<file path="src/rtl/ex_stage.sv">
// RV32I execute stage: operand forwarding, ALU, branch/jump resolution and the ExMem register.
// Redirect and flush are combinational; everything bound for the memory stage is registered.
module ex_stage #(
  parameter int XLEN = 32
) (
  input  logic            clk,
  input  logic            rstb,
  input  logic [XLEN-1:0] IdEx_Pc,
  input  logic [XLEN-1:0] IdEx_RegDataA,
  input  logic [XLEN-1:0] IdEx_RegDataB,
  input  logic [XLEN-1:0] IdEx_Imm,
  input  logic [4:0]      IdEx_RegRs1,
  input  logic [4:0]      IdEx_RegRs2,
  input  logic [4:0]      IdEx_RegRd,
  input  logic [3:0]      IdEx_AluOp,
  input  logic            IdEx_AluSrc,
  input  logic            IdEx_PcSrc,
  input  logic            IdEx_Branch,
  input  logic            IdEx_AluB_Pc4_Sel,
  input  logic            IdEx_MemRead,
  input  logic            IdEx_MemWrite,
  input  logic            IdEx_MemToReg,
  input  logic            IdEx_RegWrite,
  input  logic            MemWb_RegWrite,
  input  logic [4:0]      MemWb_RegRd,
  input  logic [XLEN-1:0] Wb_RegWData,
  output logic            Ex_IdExFlush,
  output logic            Ex_PcRedirect,
  output logic [XLEN-1:0] Ex_PcTarget,
  output logic [XLEN-1:0] ExMem_AluResult,
  output logic [XLEN-1:0] ExMem_StoreData,
  output logic [4:0]      ExMem_RegRd,
  output logic            ExMem_MemRead,
  output logic            ExMem_MemWrite,
  output logic            ExMem_MemToReg,
  output logic            ExMem_RegWrite
);

  typedef enum logic [3:0] {
    ALU_ADD  = 4'd0,  ALU_SUB  = 4'd1,  ALU_SLL  = 4'd2,  ALU_SLT   = 4'd3,
    ALU_SLTU = 4'd4,  ALU_XOR  = 4'd5,  ALU_SRL  = 4'd6,  ALU_SRA   = 4'd7,
    ALU_OR   = 4'd8,  ALU_AND  = 4'd9,  ALU_PASSB = 4'd10, ALU_EQ   = 4'd11,
    ALU_NE   = 4'd12, ALU_GE   = 4'd13, ALU_GEU  = 4'd14, ALU_ZERO  = 4'd15
  } alu_op_e;

  logic [XLEN-1:0] alu_result_q, alu_result_d;
  logic [XLEN-1:0] store_data_q, store_data_d;
  logic [4:0]      reg_rd_q, reg_rd_d;
  logic            mem_read_q, mem_read_d;
  logic            mem_write_q, mem_write_d;
  logic            mem_to_reg_q, mem_to_reg_d;
  logic            reg_write_q, reg_write_d;

  logic [XLEN-1:0] fwd_a, fwd_b, op_b, alu_out;
  logic [4:0]      shamt;
  logic            branch_taken, jump, redirect;

  // Forward from the older instruction in EX/MEM first; loads there are covered by the decode stall.
  function automatic logic [XLEN-1:0] forward(input logic [4:0] rs, input logic [XLEN-1:0] rf_data);
    if (reg_write_q && !mem_read_q && (reg_rd_q != 5'd0) && (reg_rd_q == rs))
      return alu_result_q;
    else if (MemWb_RegWrite && (MemWb_RegRd != 5'd0) && (MemWb_RegRd == rs))
      return Wb_RegWData;
    else
      return rf_data;
  endfunction

  always_comb begin
    fwd_a = forward(IdEx_RegRs1, IdEx_RegDataA);
    fwd_b = forward(IdEx_RegRs2, IdEx_RegDataB);
    op_b  = IdEx_AluSrc ? IdEx_Imm : fwd_b;
    shamt = op_b[4:0];
    alu_out = '0;
    case (alu_op_e'(IdEx_AluOp))
      ALU_ADD:   alu_out = fwd_a + op_b;
      ALU_SUB:   alu_out = fwd_a - op_b;
      ALU_SLL:   alu_out = fwd_a << shamt;
      ALU_SLT:   alu_out = {{(XLEN-1){1'b0}}, $signed(fwd_a) < $signed(op_b)};
      ALU_SLTU:  alu_out = {{(XLEN-1){1'b0}}, fwd_a < op_b};
      ALU_XOR:   alu_out = fwd_a ^ op_b;
      ALU_SRL:   alu_out = fwd_a >> shamt;
      ALU_SRA:   alu_out = $unsigned($signed(fwd_a) >>> shamt);
      ALU_OR:    alu_out = fwd_a | op_b;
      ALU_AND:   alu_out = fwd_a & op_b;
      ALU_PASSB: alu_out = op_b;
      ALU_EQ:    alu_out = {{(XLEN-1){1'b0}}, fwd_a == op_b};
      ALU_NE:    alu_out = {{(XLEN-1){1'b0}}, fwd_a != op_b};
      ALU_GE:    alu_out = {{(XLEN-1){1'b0}}, $signed(fwd_a) >= $signed(op_b)};
      ALU_GEU:   alu_out = {{(XLEN-1){1'b0}}, fwd_a >= op_b};
      default:   alu_out = '0;
    endcase
  end

  // PcSrc survives bubbles, so only Pc4_Sel (cleared on bubbles) qualifies a jump.
  always_comb begin
    branch_taken = IdEx_Branch & alu_out[0];
    jump         = IdEx_PcSrc & IdEx_AluB_Pc4_Sel;
    redirect     = rstb & (branch_taken | jump);
    Ex_PcTarget  = '0;
    if (redirect) begin
      if (jump && IdEx_AluSrc)
        Ex_PcTarget = (fwd_a + IdEx_Imm) & ~{{(XLEN-1){1'b0}}, 1'b1};
      else
        Ex_PcTarget = IdEx_Pc + IdEx_Imm;
    end
    Ex_PcRedirect = redirect;
    Ex_IdExFlush  = redirect;
  end

  always_comb begin
    alu_result_d = IdEx_AluB_Pc4_Sel ? (IdEx_Pc + XLEN'(4)) : alu_out;
    store_data_d = fwd_b;
    reg_rd_d     = IdEx_RegRd;
    mem_read_d   = IdEx_MemRead;
    mem_write_d  = IdEx_MemWrite;
    mem_to_reg_d = IdEx_MemToReg;
    reg_write_d  = IdEx_RegWrite;
  end

  always_ff @(posedge clk or negedge rstb) begin
    if (!rstb) begin
      alu_result_q <= '0;
      store_data_q <= '0;
      reg_rd_q     <= '0;
      mem_read_q   <= 1'b0;
      mem_write_q  <= 1'b0;
      mem_to_reg_q <= 1'b0;
      reg_write_q  <= 1'b0;
    end else begin
      alu_result_q <= alu_result_d;
      store_data_q <= store_data_d;
      reg_rd_q     <= reg_rd_d;
      mem_read_q   <= mem_read_d;
      mem_write_q  <= mem_write_d;
      mem_to_reg_q <= mem_to_reg_d;
      reg_write_q  <= reg_write_d;
    end
  end

  assign ExMem_AluResult = alu_result_q;
  assign ExMem_StoreData = store_data_q;
  assign ExMem_RegRd     = reg_rd_q;
  assign ExMem_MemRead   = mem_read_q;
  assign ExMem_MemWrite  = mem_write_q;
  assign ExMem_MemToReg  = mem_to_reg_q;
  assign ExMem_RegWrite  = reg_write_q;

endmodule

</file>
<file path="config.mk">
export PLATFORM = sky130hd
export DESIGN_NAME = ex_stage
export DESIGN_NICKNAME = d
export VERILOG_FILES = /design/src/rtl/ex_stage.sv
export SDC_FILE = /design/constraint.sdc
export NUM_CORES = 1
export LEC_CHECK = 0
export ABC_AREA = 0
export CORE_AREA = 2 2 307 233
export CTS_BUF_LIST = sky130_fd_sc_hd__clkbuf_8
export DETAILED_ROUTE_END_ITERATION = 12
export DIE_AREA = 0 0 309 235
export GPL_TIMING_DRIVEN = 0
export PLACE_DENSITY_LB_ADDON = 0.05
export SYNTH_ARGS = -nofsm -noshare
export SYNTH_HDL_FRONTEND = slang
export SYNTH_SLANG_ARGS = --single-unit
</file>
<file path="constraint.sdc">
create_clock -name clk -period 12.6 [get_ports clk]
set_input_delay 2.52 -clock clk [delete_from_list [all_inputs] [get_ports clk]]
set_output_delay 2.52 -clock clk [all_outputs]
set_load 0.01 [all_outputs]
</file>
Word level (Yosys, flattened, before mapping)
Index checks and enable logic that the tools add are counted.
Widths: inputs -> output; s select.

storage, ports and cells
  register bits after elaboration = 73
  bits of input ports = 195
  output and inout bits = 107
  logic and storage cells = 67

operators by class
  add/sub/neg operators = 5
  magnitude comparators = 4
  eq/ne operators = 20
  shift operators = 3
  multiplexer cells = 9
  bitwise logic cells = 7
  reduce and logical (&&, ||, !) cells = 12

operators by type and width
  kind                   count
  $pmux 32 s15           1
  $mux 32                8
  $add 32x32->32         3
  $ge 32x32->1           2
  $lt 32x32->1           2
  $add 32x3->32 const B  1
  $and 32x32->32         1
  $eq 32x32->1           1
  $ne 32x32->1           1
  $or 32x32->32          1
  $shl 32x5->32          1
  $shr 32x5->32          1
  $sshr 32x5->32         1
  $sub 32x32->32         1
  $xor 32x32->32         1
  $eq 4x4->1 const B     7
  $eq 5x5->1             4
  $eq 4x3->1 const B     4
  $reduce_bool 5->1      2
  $eq 4x2->1 const B     2
  $logic_and 1x1->1      8
  $eq 4x1->1 const B     1
  $logic_not 4->1        1
  $and 1x1->1            3
  2 further kinds        2

Depth between registers and ports, before layout
  word-level depth = 12
  mapped depth = 26
  gate-level depth less buffers = 21

Worst setup path after synthesis
No wires, ideal clock.

  path type = input to output
  start = input MemWb_RegRd[1]
  end = output Ex_PcTarget[25]
  arrival = 7.978 ns
  data required time = 10.080 ns
  setup slack = 2.102 ns
  stages on the path = 20
  buffers on the path = 3
  path through = or4_4 o211a_1 nand3_1 buf_2 buf_1 mux2i_1 o21ai_0 mux2i_1 inv_1 ha_1 clkbuf_1 or4_1 or4_1 o311ai_1 a221oi_1 nand2_1 a221oi_1 o2111ai_1 o21ai_2 a2111oi_0

between the ends
  cells in the longest elaborated chain, start to end = 12
  elaborated cells on any way between the ends = 32
  those cells by class = add/sub (3); order compare (4); eq/ne (4); shift (3); mux (8); bitwise (6); reduce/logical (4)

ends and longest elaborated chain
  element                                     RTL line  source
  start: declaration                          25        input logic [4:0] MemWb_RegRd,
  $reduce_bool 5->1                           62        else if (MemWb_RegWrite && (MemWb_RegRd != 5'd0) && (MemWb_RegRd == rs))
  $logic_and 1x1->1                           62
  $logic_and 1x1->1 *                         62
  $mux 32 *                                   62
  $mux 32 *                                   60        if (reg_write_q && !mem_read_q && (reg_rd_q != 5'd0) && (reg_rd_q == rs))
  named net fwd_b[21]                         54        logic [XLEN-1:0] fwd_a, fwd_b, op_b, alu_out;
  $mux 32 *                                   71        op_b = IdEx_AluSrc ? IdEx_Imm : fwd_b;
  $ge 32x32->1, or another cell as far along  89        ALU_GEU: alu_out = {{(XLEN-1){1'b0}}, fwd_a >= op_b};
  $pmux 32 s15 *                              74        case (alu_op_e'(IdEx_AluOp))
  $and 1x1->1 *                               96        branch_taken = IdEx_Branch & alu_out[0];
  $or 1x1->1 *                                98        redirect = rstb & (branch_taken | jump);
  $and 1x1->1 *                               98
  $mux 32 *                                   100       if (redirect) begin
  end: declaration                            29        output logic [XLEN-1:0] Ex_PcTarget,

The timed path passes the listed nets; every way through them passes the cells marked *.

Worst setup path after layout
  start = input MemWb_RegRd[1]
  end = output Ex_PcTarget[0]

between the ends
  cells in the longest elaborated chain, start to end = 12
  elaborated cells on any way between the ends = 30
  those cells by class = add/sub (2); order compare (4); eq/ne (4); shift (3); mux (7); bitwise (6); reduce/logical (4)

ends and longest elaborated chain
  element                                       RTL line  source
  $reduce_bool 5->1                             62
  $logic_and 1x1->1 (2 in series)               62
  $mux 32                                       62
  $mux 32                                       60
  $mux 32                                       71
  $sub 32x32->32, or another cell as far along  76        ALU_SUB: alu_out = fwd_a - op_b;
  $pmux 32 s15 *                                74
  $and 1x1->1 *                                 96
  $or 1x1->1 *                                  98
  $and 1x1->1 *                                 98
  $mux 32 *                                     100

Every way passes the cells marked *; elsewhere a longest branch is shown, timed or not.

==> impl_metrics.tcl <==
set metrics [dict create \
    yosysSeqAreaShare 0.1061 \
    critical_path_class "in2out" \
    antenna_left 0 \
    initial_utilization 0.2475 \
    first_pass_iters 5 \
    rr_worst_depth 22 \
    fmax_mhz 80.64 \
    cp-end-kind "output pin" \
    final_max_slew_viol_count 0 \
    cts_tree "done" \
    grt_max_degree 47 \
    critPathTopFamily "compound AO/OA/AOI/OAI gates" \
    clockRootBuffer "clkbuf_8" \
    routedWlPerCell_um 33.09 \
    gr-total-overflow 0 \
    syn_to_final_growth_pct 28.11 \
    synth_cell_types 92 \
    grt_pass1_wl_mm 169.1 \
    cts_buffers 9 \
    antenna_found_initial 2 \
    io_buffers 296 \
    start_kind "input port" \
    period_minus_slack_ns 12.40 \
    cp_data_required_time_ns 10.08 \
    synthCells 2467 \
    fin_crit_sh 0.9841 \
    hold_depth 2 \
    insertion_delay_ns 0.43 \
    htree_levels 3 \
    core.rowCount 84 \
    hold_viol_final 0 \
    post_drt_via_cell_ratio 5.970 \
    ys.flop_type "dfrtp_1" \
    maxCapViolations 0 \
    crit_top_cell "buf_4" \
    setup_viol_count_final 0 \
    die-height_um 235 \
    core_um2 69580 \
    cts_sinks 73 \
    slowest_delay_ns 0.49 \
    final_util 0.3171 \
    final_layout_size_suffix_gt1_frac 0.07333 \
    dieArea_um2 72620 \
    fillCellCount 7641 \
    synth_area_um2 17220 \
    synth-seq-cells 73 \
    worst_pin_slew_ns 1.369 \
    num_vias 22270 \
    critPathBufInv 9 \
    gp_congestion 0.9900 \
    drtIter0Drc 2594 \
    status "finished, final reports clean" \
    total_power_uw 1785 \
    max-vdd-ir-drop_v 0.00005171 \
    powerDensity_nw_per_um2 80.89 \
    yosysWarnings 0 \
    cellLeakagePower_uw 0.009112 \
    multiInputGateArea_um2 14510 \
    cp_slowest_cell "clkdlybuf4s50_1" \
    drt-total-wl_mm 123.4 \
    clk_pin_slew_ns 0.09 \
    synthesis.nets 2825 \
    regArea_um2 1827 \
    slew_headroom 0.08738 \
    synth_edf_count 0 \
    nets 3136 \
    avgSynthCellArea_um2 6.981 \
    arrival_ns 9.88 \
    drcViolationCount 0 \
    crit_path_max_fanout 12 \
    dp_cells 3715 \
    dieWidth_um 309 \
    path_depth 25 \
    finalNonFillerCells 3730 \
    rsz0062_at_grt "false" \
    fin_worst_skew_ns 0.01572 \
    grt_pass1_vias 20770 \
    pin_count 302 \
    hold_path.class "reg2reg" \
    synthArstFlopShare 1.000 \
    clk_path_buf_depth 2 \
    post-dp-hpwl_mm 104.8 \
    track_usage 0.3289 \
]
## worst min-delay path: cells and delay by family (launching register included)
family,cells,cell delay [ns]
AND/OR/NAND/NOR,2,0.15
flip-flops,1,0.40
## cell type report
cell class | count | area share
Sequential cell | 73 | 0.08279
Clock buffer | 10 | 0.006238
Inverter | 126 | 0.02177
Timing Repair Buffer | 309 | 0.1399
Multi-Input combinational cell | 2109 | 0.6575
Buffer | 150 | 0.03317
Clock inverter | 5 | 0.004707
Tap cell | 946 | 0.05364
Antenna cell | 2 | 0.0002268
## layer usage
layer / GRT usage / up-vias / part of all wire
met1: 0.4823 / 11090 / 0.47
met4: 0.05104 / 2 / 0.017
met3: 0.08722 / 128 / 0.10
met2: 0.4831 / 1279 / 0.42
met5: 0 / - / 0.00011
li1: - / 9772 / -
## stage by stage
step                hold slack, ns  instance area (um^2)  TNS (ns)  setup slack [ns]
floorplan                   0.5544                 17220         0             2.102
global placement            0.5541                 21370    -59.01            -1.842
detailed placement          0.5660                 21440    -58.34            -1.814
CTS                         0.5871                 21840         0         0.0001661
global route                0.6116                 22060         0          0.006095
finish                      0.5886                 22060         0            0.1998
## cell usage after synthesis, types with 19 or more instances
master,instances,area share
o22ai_1,26,0.0094
nand3_1,56,0.016
a221oi_1,42,0.021
xnor2_1,76,0.039
mux2_2,26,0.017
dfrtp_1,73,0.11
buf_2,27,0.0078
nand4_1,25,0.0091
a31oi_1,31,0.011
o221ai_1,20,0.010
nand2_1,284,0.062
a21oi_1,229,0.067
inv_1,124,0.027
o211ai_1,31,0.014
ha_1,159,0.12
clkbuf_1,105,0.023
a211oi_1,45,0.020
o21ai_0,155,0.045
nor2_1,255,0.056
a22oi_1,19,0.0083
xor2_1,37,0.019
nor2b_1,20,0.0073
mux2i_1,151,0.088
a21o_1,41,0.018
nor3_1,60,0.017
## report_power, final
part	internal, uW	leakage, uW	switching [uW]
combinational	438	0.00811	806
clock	136	0.000122	121
sequential	258	0.000879	26.1
## registers in the layout (all words and copies together) (netlist names)
signal	cells
ExMem_RegRd	5
ExMem_StoreData	32
ExMem_MemToReg	1
ExMem_MemRead	1
ExMem_RegWrite	1
ExMem_AluResult	32
ExMem_MemWrite	1
## path summary, 6_finish.rpt
kind | startpoint | endpoint | slack [ns]
setup reg to reg | ExMem_RegRd[1] | ExMem_AluResult[31] | 4.01
min in group asynchronous | rstb | ExMem_RegRd[4] | 2.04
hold / removal | ExMem_AluResult[0] | ExMem_StoreData[0] | 0.59
max in group asynchronous | rstb | ExMem_AluResult[30] | 9.90
hold reg to reg | ExMem_AluResult[0] | ExMem_StoreData[0] | 0.59
setup / recovery | MemWb_RegRd[1] | Ex_PcTarget[0] | 0.20
## cell usage in the layout, fill, tap and decap left out, types with 73 or more instances in the layout
cell type        count
dfrtp_1             73
o21ai_0            152
ha_1               159
mux2i_1            138
inv_1              121
xnor2_1             76
a21oi_1            227
nand2_1            284
clkdlybuf4s50_1    295
clkbuf_1            88
nor2_1             251
## cell families (layout without fill, tap and decap cells)
| logic type | count (synthesis) | in the layout | synth area share |
|---|---|---|---|
| AO/OA/AOI/OAI | 845 | 845 | 0.3267 |
| XOR/XNOR | 113 | 113 | 0.05746 |
| adder cells (fa/ha/maj) | 163 | 163 | 0.1202 |
| buffers and inverters | 285 | 600 | 0.06785 |
| flip-flops | 73 | 73 | 0.1061 |
| multiplexers | 184 | 184 | 0.1134 |
| other | 0 | 2 | 0 |
| AND/OR/NAND/NOR | 804 | 804 | 0.2084 |
## timing repair
item / 4_1_cts / 5_1_grt
hold buffers: 0 / 0
pin swaps: 1 / 3
setup buffers: 0 / 7
cloned: 0 / 0
gates resized for setup: 48 / 48
setup endpoints to repair: 34 / 34
No activity file was read; power rests on OpenSTA's default activity.
